==> config.mk <==
export PLATFORM = sky130hd
export DESIGN_NAME = fb_readback
export DESIGN_NICKNAME = d
export VERILOG_FILES = /design/src/rtl/bocks_pkg.sv /design/src/rtl/fb_readback_packer.sv /design/src/rtl/fb_readback.sv
export SDC_FILE = /design/constraint.sdc
export NUM_CORES = 1
export LEC_CHECK = 0
export ABC_AREA = 0
export CAP_MARGIN = 20
export CORE_ASPECT_RATIO = 0.6
export CORE_MARGIN = 1.5
export CORE_UTILIZATION = 48
export CTS_BUF_LIST = sky130_fd_sc_hd__clkbuf_16
export DETAILED_ROUTE_END_ITERATION = 8
export PLACE_DENSITY = 0.91
export RECOVER_POWER = 25
export SYNTH_ARGS = -nofsm -noshare
export SYNTH_HDL_FRONTEND = slang
export SYNTH_SLANG_ARGS = --single-unit
==> constraint.sdc <==
create_clock -name pclk -period 2.4 [get_ports pclk]
set_input_delay 0.48 -clock pclk [delete_from_list [all_inputs] [get_ports pclk]]
set_output_delay 0.48 -clock pclk [all_outputs]
set_load 0.1 [all_outputs]
==> src/rtl/bocks_pkg.sv <==
// Shared definitions for the framebuffer read-back path.
//   PIXEL_WIDTH/HEIGHT/COUNT : framebuffer geometry (1 byte per pixel)
//   FB_BYTE_COUNT            : number of packed upload bytes (8 pixels each)
//   FB_ADDR_W                : framebuffer pixel address width
//   THRESHOLD                : pixel value at or above which the packed bit is 1
//   fb_rb_state_t            : fb_readback control states
package bocks_pkg;

    localparam int PIXEL_WIDTH   = 640;
    localparam int PIXEL_HEIGHT  = 480;
    localparam int PIXEL_COUNT   = PIXEL_WIDTH * PIXEL_HEIGHT;
    localparam int FB_BYTE_COUNT = PIXEL_COUNT / 8;
    localparam int FB_ADDR_W     = 32;
    localparam int BYTE_IDX_W    = 16;    // holds 0..FB_BYTE_COUNT inclusive

    localparam logic [7:0]            THRESHOLD       = 8'h80;
    localparam logic [BYTE_IDX_W-1:0] FB_BYTE_COUNT_B = BYTE_IDX_W'(FB_BYTE_COUNT);

    typedef enum logic [1:0] {
        IDLE,
        FETCH,
        DRAIN
    } fb_rb_state_t;

    // First pixel address of packed byte n (8*n, zero-extended, never wraps
    // because n is range-checked before use).
    function automatic logic [FB_ADDR_W-1:0] byte_to_pixel_addr(input logic [BYTE_IDX_W-1:0] n);
        return {{(FB_ADDR_W - BYTE_IDX_W - 3){1'b0}}, n, 3'b000};
    endfunction

endpackage

==> src/rtl/fb_readback_packer.sv <==
// fb_byte_packer: thresholds incoming pixels to one bit and shifts them into
// an 8-bit accumulator at the LSB, so the first pixel ends up in bit 7.
//   pclk, reset : clock, synchronous active-high reset
//   clear       : restart accumulation (wins over shift_en)
//   shift_en    : pixel is valid this cycle
//   pixel       : framebuffer pixel value
//   result      : accumulator including the current pixel (combinational)
//   done        : this cycle's pixel is the 8th since clear
module fb_byte_packer
    import bocks_pkg::*;
(
    input  logic       pclk,
    input  logic       reset,
    input  logic       clear,
    input  logic       shift_en,
    input  logic [7:0] pixel,
    output logic [7:0] result,
    output logic       done
);

    logic [7:0] acc_reg;
    logic [2:0] cnt_reg;
    logic       pix_bit;

    assign pix_bit = (pixel >= THRESHOLD);
    // Exposing the byte with the current pixel already merged lets the owner
    // commit it on the same edge the last pixel arrives.
    assign result  = {acc_reg[6:0], pix_bit};
    assign done    = shift_en && !clear && (cnt_reg == 3'd7);

    always_ff @(posedge pclk) begin
        if (reset || clear) begin
            acc_reg <= 8'h00;
            cnt_reg <= 3'd0;
        end else if (shift_en) begin
            acc_reg <= result;
            cnt_reg <= cnt_reg + 3'd1;
        end
    end

endmodule

==> src/rtl/fb_readback.sv <==
// fb_readback: services ioctl upload reads by fetching 8 consecutive
// framebuffer pixels for upload byte N and packing them MSB first.
//   pclk, reset   : clock, synchronous active-high reset
//   ioctl_upload  : upload in progress (dropping it aborts a fetch)
//   ioctl_rd      : one-cycle read request for byte ioctl_addr
//   ioctl_addr    : upload byte address
//   ioctl_din     : packed byte, held until the next completed request
//   ioctl_wait    : high while a requested byte is being assembled
//   fb_rd_en      : framebuffer read strobe
//   fb_rd_addr    : framebuffer pixel address
//   fb_rd_data    : pixel, valid the cycle after fb_rd_en
// Optional feature macro FB_READBACK_PREFETCH_EN: after delivering byte N the
// block speculatively fetches N+1 so a sequential request can be answered
// without asserting ioctl_wait.
module fb_readback
    import bocks_pkg::*;
(
    input  logic        pclk,
    input  logic        reset,
    input  logic        ioctl_upload,
    input  logic        ioctl_rd,
    input  logic [26:0] ioctl_addr,
    output logic [7:0]  ioctl_din,
    output logic        ioctl_wait,
    output logic        fb_rd_en,
    output logic [31:0] fb_rd_addr,
    input  logic [7:0]  fb_rd_data
);

    fb_rb_state_t          state_reg, state_next;
    logic [BYTE_IDX_W-1:0] byte_reg, byte_next;
    logic [2:0]            k_reg, k_next;
    logic [7:0]            din_reg, din_next;
    logic                  wait_reg, wait_next;
    logic                  rd_en_reg, rd_en_next;
    logic [FB_ADDR_W-1:0]  rd_addr_reg, rd_addr_next;
    logic                  data_valid_reg;

    logic                  req_valid, addr_ok;
    logic [BYTE_IDX_W-1:0] req_byte;
    logic                  start_fetch;
    logic [BYTE_IDX_W-1:0] start_byte;
    logic                  pk_clear, pk_done;
    logic [7:0]            pk_result;

    assign req_valid = ioctl_rd && ioctl_upload;
    assign addr_ok   = (ioctl_addr < 27'(FB_BYTE_COUNT));
    assign req_byte  = ioctl_addr[BYTE_IDX_W-1:0];

    // Clearing on the first fetch cycle also discards any pixel still in
    // flight from an aborted or discarded fetch.
    assign pk_clear  = (state_reg == FETCH) && (k_reg == 3'd0);

`ifdef FB_READBACK_PREFETCH_EN
    logic                  spec_reg, spec_next;      // current fetch is speculative
    logic                  pend_reg, pend_next;      // host waits on the speculative fetch
    logic                  pf_valid_reg, pf_valid_next;
    logic [7:0]            pf_data_reg, pf_data_next;
    logic [BYTE_IDX_W-1:0] chain_byte;
    logic                  chain_ok, req_match;

    assign chain_byte = byte_reg + 16'd1;
    assign chain_ok   = (chain_byte < FB_BYTE_COUNT_B);
    // byte_reg names the speculative/prefetched byte whenever one exists.
    assign req_match  = req_valid && addr_ok && (req_byte == byte_reg);
`endif

    fb_byte_packer u_packer (
        .pclk     (pclk),
        .reset    (reset),
        .clear    (pk_clear),
        .shift_en (data_valid_reg),
        .pixel    (fb_rd_data),
        .result   (pk_result),
        .done     (pk_done)
    );

    always_comb begin
        state_next   = state_reg;
        byte_next    = byte_reg;
        k_next       = k_reg;
        din_next     = din_reg;
        wait_next    = wait_reg;
        rd_en_next   = 1'b0;
        rd_addr_next = rd_addr_reg;
        start_fetch  = 1'b0;
        start_byte   = req_byte;
`ifdef FB_READBACK_PREFETCH_EN
        spec_next     = spec_reg;
        pend_next     = pend_reg;
        pf_valid_next = pf_valid_reg;
        pf_data_next  = pf_data_reg;
`endif
        unique case (state_reg)
            IDLE: begin
`ifdef FB_READBACK_PREFETCH_EN
                if (!ioctl_upload) begin
                    pf_valid_next = 1'b0;
                end
                if (req_valid) begin
                    pf_valid_next = 1'b0;
                    if (pf_valid_reg && req_match) begin
                        din_next = pf_data_reg;
                        if (chain_ok) begin
                            start_fetch = 1'b1;
                            start_byte  = chain_byte;
                            spec_next   = 1'b1;
                        end
                    end else if (addr_ok) begin
                        start_fetch = 1'b1;
                        spec_next   = 1'b0;
                        wait_next   = 1'b1;
                    end else begin
                        din_next = 8'h00;
                    end
                end
`else
                if (req_valid) begin
                    if (addr_ok) begin
                        start_fetch = 1'b1;
                        wait_next   = 1'b1;
                    end else begin
                        din_next = 8'h00;
                    end
                end
`endif
            end
            FETCH: begin
                k_next = k_reg + 3'd1;
                if (k_reg == 3'd7) begin
                    state_next = DRAIN;
                end else begin
                    rd_en_next   = 1'b1;
                    rd_addr_next = rd_addr_reg + 32'd1;
                end
            end
            DRAIN: begin
                state_next = IDLE;
                wait_next  = 1'b0;
`ifdef FB_READBACK_PREFETCH_EN
                spec_next  = 1'b0;
                pend_next  = 1'b0;
                if (pk_done) begin
                    if (!spec_reg || pend_reg || req_match) begin
                        din_next = pk_result;
                        if (chain_ok) begin
                            start_fetch = 1'b1;
                            start_byte  = chain_byte;
                            spec_next   = 1'b1;
                        end
                    end else begin
                        pf_data_next  = pk_result;
                        pf_valid_next = 1'b1;
                    end
                end
`else
                if (pk_done) begin
                    din_next = pk_result;
                end
`endif
            end
            default: state_next = IDLE;
        endcase

        if (state_reg != IDLE) begin
            if (!ioctl_upload) begin
                // Abort: back to IDLE, keep the last delivered byte.
                start_fetch = 1'b0;
                state_next  = IDLE;
                rd_en_next  = 1'b0;
                wait_next   = 1'b0;
                din_next    = din_reg;
`ifdef FB_READBACK_PREFETCH_EN
                spec_next     = 1'b0;
                pend_next     = 1'b0;
                pf_valid_next = 1'b0;
                pf_data_next  = pf_data_reg;
`endif
            end
`ifdef FB_READBACK_PREFETCH_EN
            else if (spec_reg && !pend_reg && req_valid && !req_match) begin
                // Host wants something else: drop the speculative fetch.
                pf_valid_next = 1'b0;
                pf_data_next  = pf_data_reg;
                pend_next     = 1'b0;
                spec_next     = 1'b0;
                if (addr_ok) begin
                    start_fetch = 1'b1;
                    start_byte  = req_byte;
                    wait_next   = 1'b1;
                    din_next    = din_reg;
                end else begin
                    start_fetch = 1'b0;
                    state_next  = IDLE;
                    rd_en_next  = 1'b0;
                    wait_next   = 1'b0;
                    din_next    = 8'h00;
                end
            end else if (spec_reg && !pend_reg && req_valid && (state_reg == FETCH)) begin
                pend_next = 1'b1;
                wait_next = 1'b1;
            end
`endif
        end

        if (start_fetch) begin
            state_next   = FETCH;
            byte_next    = start_byte;
            k_next       = 3'd0;
            rd_en_next   = 1'b1;
            rd_addr_next = byte_to_pixel_addr(start_byte);
        end
    end

    always_ff @(posedge pclk) begin
        if (reset) begin
            state_reg      <= IDLE;
            byte_reg       <= '0;
            k_reg          <= 3'd0;
            din_reg        <= 8'h00;
            wait_reg       <= 1'b0;
            rd_en_reg      <= 1'b0;
            rd_addr_reg    <= '0;
            data_valid_reg <= 1'b0;
        end else begin
            state_reg      <= state_next;
            byte_reg       <= byte_next;
            k_reg          <= k_next;
            din_reg        <= din_next;
            wait_reg       <= wait_next;
            rd_en_reg      <= rd_en_next;
            rd_addr_reg    <= rd_addr_next;
            data_valid_reg <= rd_en_reg;
        end
    end

`ifdef FB_READBACK_PREFETCH_EN
    always_ff @(posedge pclk) begin
        if (reset) begin
            spec_reg     <= 1'b0;
            pend_reg     <= 1'b0;
            pf_valid_reg <= 1'b0;
            pf_data_reg  <= 8'h00;
        end else begin
            spec_reg     <= spec_next;
            pend_reg     <= pend_next;
            pf_valid_reg <= pf_valid_next;
            pf_data_reg  <= pf_data_next;
        end
    end
`endif

    assign ioctl_din  = din_reg;
    assign ioctl_wait = wait_reg;
    assign fb_rd_en   = rd_en_reg;
    assign fb_rd_addr = rd_addr_reg;

endmodule

==> out/qor.csv, run 1 <==
metric,value,unit
status,"finished, final reports clean",
crit_path_end_kind,flip-flop,
avgSynthCellArea,8.40,sq um
cts_setup_buffers,0,
start_util,51.2,%
cts-htree-levels,3,
place_congestion,0.904,
worst_pin_slew,1190,ps
hp-start,ioctl_din[6],
fin_crit,2290,ps
ys_warn_count,0,
pin_count,81,
grt_pass1_vias,2674,
hold_violations,0,
drt-pass1-iter-count,6,
fillerInstances,471,
synth_top_area_share,39.6,%
slew_violations,0,
cap_violations,0,
skew,10.0,ps
routed_via_density,5.68,
routed_wl,8100,microns
design_area,3880,sq um
yosysTopAreaCell,dfxtp_1,
grt_pass1_wl,13000,microns
hold_path_end,ioctl_din[6],
regArea,1160,sq um
holdWs,450,ps
crit_family,simple AND/OR/NAND/NOR gates,
timing.rr.start,k_reg[0],
crit_chain,clkdlybuf4s50_1 > o31a_1 > a21boi_2 > or2_1 > nand3_1 > a31oi_1,
synthCells,349,
critPathSlowestCell,or2_1,
synth-seq-cells,58,
coreArea,5730,sq um
dieArea,6600,sq um
ys.flop_type,dfxtp_1,
drive_above_1_share,18.3,%
drc,0,
dp_hpwl,5640,microns
seq_area_frac_synth,39.6,%
grt_max_degree,26,
hold_class,flip-flop to flip-flop,
fp-row-count,21,
largest_reg_flops,32,
placed_cell_area,3620,sq um
setup_viol,0,
drt_iter0_drc,214,
fin_crit_sh,95.5,%
ys_types,53,
cp.buffers_inverters,1,
numCtsBuffers,9,
syn_nets,394,
syn_area,2930,sq um
worstSetupStartpointType,input pin,
cts_root_buffer,clkbuf_16,
crit_type,input pin to flip-flop,
rsz0062_at_grt,false,
port_buffers,73,
crit_fanout,16,
num_vias,2882,
slew_headroom,21.2,%
wire_per_inst,16.0,microns
final_cells,507,
p_leak,1.38,nW
die_y,63.5,microns
clock_sinks,58,
cts_hold_buf,0,
ff2ff_path_depth,7,
grt_usage,24.9,%
fmax,436,MHz
power.density,619,nW/um^2
fin_nets,467,
fin_util,67.8,%
antenna_found_initial,0,
areaGrowthSynthToFinish,32.4,%
grt_overflow,0,
multi_input_area,1610,sq um
cpPeakStageDelay,560,ps
clkSlewWorstSetupHoldPaths,50,ps
finalPower,2.40,mW
drtAntennaViolNets,0,
die_w,104,microns
clock_latency,330,ps
synthTopCellsByArea,"dfxtp_1 40%, nand2_1 5.2%, nor2_1 5.0%",
holdPathStages,2,
crit_required,2630,ps
async_flop_share,0,%
ff2ff_setup_slack,260,ps
cts_buffer_depth,2,
cts_tree,yes,
arrival,2530,ps
cts_resized,0,
n_antenna_cell,0,
r2r-end,fb_rd_addr[31],
dpl.cell_count,491,
synth_edf_count,0,
vdd_drop_max,0.000318,V
-- metrics by stage --
step	setup slack (ps)	setup TNS [ps]
2_1_floorplan	17.6	0
3_3_place_gp	38.7	0
3_5_place_dp	-56.0	-272
4_1_cts	180	0
5_1_grt	70.2	0
6_report	108	0
-- how the worst max path moves through the flow --
stage | from | to | slack, ps | cells after the start
finish | ioctl_addr[13] | fb_rd_addr[17] | 110 | 6
global route | ioctl_addr[14] | fb_rd_addr[17] | 70 | 6
CTS | ioctl_addr[13] | fb_rd_addr[17] | 180 | 6
detailed placement | ioctl_addr[22] | fb_rd_addr[5] | -60 | 7
global placement | ioctl_addr[25] | fb_rd_addr[4] | 40 | 7
floorplan | fb_rd_addr[0] | fb_rd_addr[16] | 20 | 6
-- power breakdown --
group          switching, mW  total [mW]  internal, mW
registers          0.0000385       0.964         0.964
clock network          0.442        1.34         0.895
logic                 0.0431       0.101        0.0582
-- layout make-up --
class                           count  share of cell area, %
Tap cell                           80                   2.58
Sequential cell                    58                   29.9
Multi-Input combinational cell    259                   41.4
Clock inverter                      7                   2.19
Inverter                           11                   1.06
Clock buffer                        9                   5.80
Timing Repair Buffer               83                   17.0
-- metal layers --
layer	GRT usage (%)	wire length, microns	vias to the layer above	share of wire (%)
li1	-	-	1376	-
met5	0	0	-	0
met4	7.29	160	0	2.0
met1	32.5	3620	1327	45
met2	38.3	3620	148	45
met3	9.63	695	31	8.6
-- layout by cell type, fill, tap and decap left out, types with 11 or more instances in the layout --
cell type,count
nor2_1,39
nand3_1,22
xnor2_1,16
clkbuf_1,14
a21oi_1,22
inv_1,12
dfxtp_1,58
clkdlybuf4s50_1,30
nand2_1,41
buf_4,37
nor3_1,11
-- Yosys cell counts (3+ instances only) --
cell	number
a21oi_1	22
a2bb2oi_1	4
a31oi_1	10
and3_1	6
and4_1	3
buf_2	6
buf_4	5
clkbuf_1	5
dfxtp_1	58
ha_1	6
inv_1	10
mux2i_1	10
nand2_1	41
nand3_1	22
nand4_1	8
nor2_1	39
nor3_1	11
nor4_1	8
nor4_2	3
or2_2	10
or3_1	5
xnor2_1	16
xor2_1	3
-- worst min-delay path: cells and delay by family (launching register included) --
kind | cells | cell delay [ps]
flip-flops | 1 | 300
AND/OR/NAND/NOR | 1 | 50
AO/OA/AOI/OAI | 1 | 50
-- cell families after synthesis --
group                    Yosys count  share of synthesized area [%]
buffers and inverters             32                           5.55
multiplexers                      11                           3.80
AO/OA/AOI/OAI                     50                           11.4
AND/OR/NAND/NOR                  173                           31.4
adder cells (fa/ha/maj)            6                           2.56
flip-flops                        58                           39.6
XOR/XNOR                          19                           5.67
Power figures use the tool's default switching activity.
==> run 2: changes to the inputs <==
--- a/config.mk
+++ b/config.mk
@@ -6,13 +6,12 @@
 export NUM_CORES = 1
 export LEC_CHECK = 0
 export ABC_AREA = 0
-export CAP_MARGIN = 20
 export CORE_ASPECT_RATIO = 0.6
 export CORE_MARGIN = 1.5
-export CORE_UTILIZATION = 48
+export CORE_UTILIZATION = 45
 export CTS_BUF_LIST = sky130_fd_sc_hd__clkbuf_16
 export DETAILED_ROUTE_END_ITERATION = 8
-export PLACE_DENSITY = 0.91
+export PLACE_DENSITY = 0.87
 export RECOVER_POWER = 25
 export SYNTH_ARGS = -nofsm -noshare
 export SYNTH_HDL_FRONTEND = slang
==> out/qor.csv, run 2 (synthesis results as in run 1) <==
metric,value,unit
status,"finished, final reports clean",
holdWs,454,ps
fin_crit_sh,89.5,%
drt-pass1-iter-count,5,
grt_max_degree,26,
numCtsBuffers,9,
drt_iter0_drc,180,
cts_root_buffer,clkbuf_16,
fp-row-count,22,
placed_cell_area,3650,sq um
routed_wl,7970,microns
ff2ff_setup_slack,250,ps
drive_above_1_share,17.8,%
drtAntennaViolNets,0,
cts_tree,yes,
worst_pin_slew,1180,ps
holdPathStages,2,
cts-htree-levels,3,
fmax,466,MHz
r2r-end,fb_rd_addr[31],
slew_headroom,21.7,%
rsz0062_at_grt,false,
n_antenna_cell,0,
fin_nets,467,
vdd_drop_max,0.000374,V
grt_pass1_wl,12600,microns
coreArea,6190,sq um
grt_usage,23.1,%
wire_per_inst,15.6,microns
die_w,107,microns
cap_violations,0,
crit_type,flip-flop to flip-flop,
skew,12.0,ps
die_y,65.5,microns
cts_buffer_depth,2,
p_leak,1.39,nW
clock_latency,330,ps
cts_hold_buf,0,
finalPower,2.40,mW
largest_reg_flops,32,
power.density,615,nW/um^2
setup_viol,0,
ff2ff_path_depth,7,
hold_class,flip-flop to flip-flop,
port_buffers,73,
fin_crit,2150,ps
worstSetupStartpointType,flip-flop,
cts_setup_buffers,0,
drc,0,
layout_commonest_cell,dfxtp_1,
slew_violations,0,
hold_violations,0,
num_vias,2853,
crit_fanout,12,
dp_hpwl,5580,microns
design_area,3910,sq um
clock_sinks,58,
place_congestion,0.928,
arrival,2370,ps
start_util,47.4,%
crit_path_end_kind,flip-flop,
layout_common_cells,"58 x dfxtp_1, 41 x nand2_1, 39 x nor2_1, 33 x buf_4, 30 x clkdlybuf4s50_1",
clkSlewWorstSetupHoldPaths,50,ps
dieArea,7030,sq um
grt_pass1_vias,2615,
hold_path_end,ioctl_din[6],
areaGrowthSynthToFinish,33.2,%
grt_overflow,0,
pin_count,81,
fin_util,63.1,%
timing.rr.start,k_reg[0],
antenna_found_initial,0,
cts_resized,0,
routed_via_density,5.58,
hp-start,ioctl_din[6],
crit_required,2620,ps
[run 2: worst max-delay path by stage]
stage	start	to	slack [ps]	depth (start not counted)
after floorplan	fb_rd_addr[0]	fb_rd_addr[16]	20	6
after global placement	ioctl_addr[25]	fb_rd_addr[9]	40	6
after detailed placement	ioctl_addr[13]	fb_rd_addr[9]	-20	6
after CTS	k_reg[0]	fb_rd_addr[31]	240	7
after global routing	k_reg[0]	fb_rd_addr[31]	110	7
final	k_reg[0]	fb_rd_addr[31]	250	7
[run 2: power by group]
part           switching [mW]  leakage (nW)  internal, mW
combinational          0.0432         0.759        0.0603
clock                   0.439         0.162         0.897
sequential          0.0000401         0.467         0.964
[run 2: metal layers]
metal / vias to the layer above / GRT usage [%] / routed length (microns) / share of wire [%]
met1: 1336 / 30.3 / 3580 / 45
met5: - / 0 / 0 / 0
li1: 1372 / - / - / -
met3: 15 / 6.35 / 625 / 7.8
met2: 130 / 36.8 / 3650 / 46
met4: 0 / 7.33 / 116 / 1.5
[run 2: worst max-delay path: stages (launching register included)]
cell     delay (ps)
dfxtp_1         330
ha_1            210
ha_1            220
nor3b_4         230
nand4_2         330
nor2_1          310
nand3_1         130
mux2_2          280
[run 2: cell type report]
cell class                 instances  area [sq um]
clock buffer                       9           225
clock inverter                     7          86.3
fill                             495          2290
inverter                          11          41.3
multi-input combinational        259          1610
sequential                        58          1160
tap                               84           105
timing repair buffer              83           678
[run 2: through the flow]
stage          std cells  setup TNS [ps]  setup WS, ps
3_3_place_gp         495               0          44.6
6_report             511               0           253
2_1_floorplan        349               0          17.6
5_1_grt              511               0           106
3_5_place_dp         495           -29.2         -24.9
4_1_cts              511               0           241
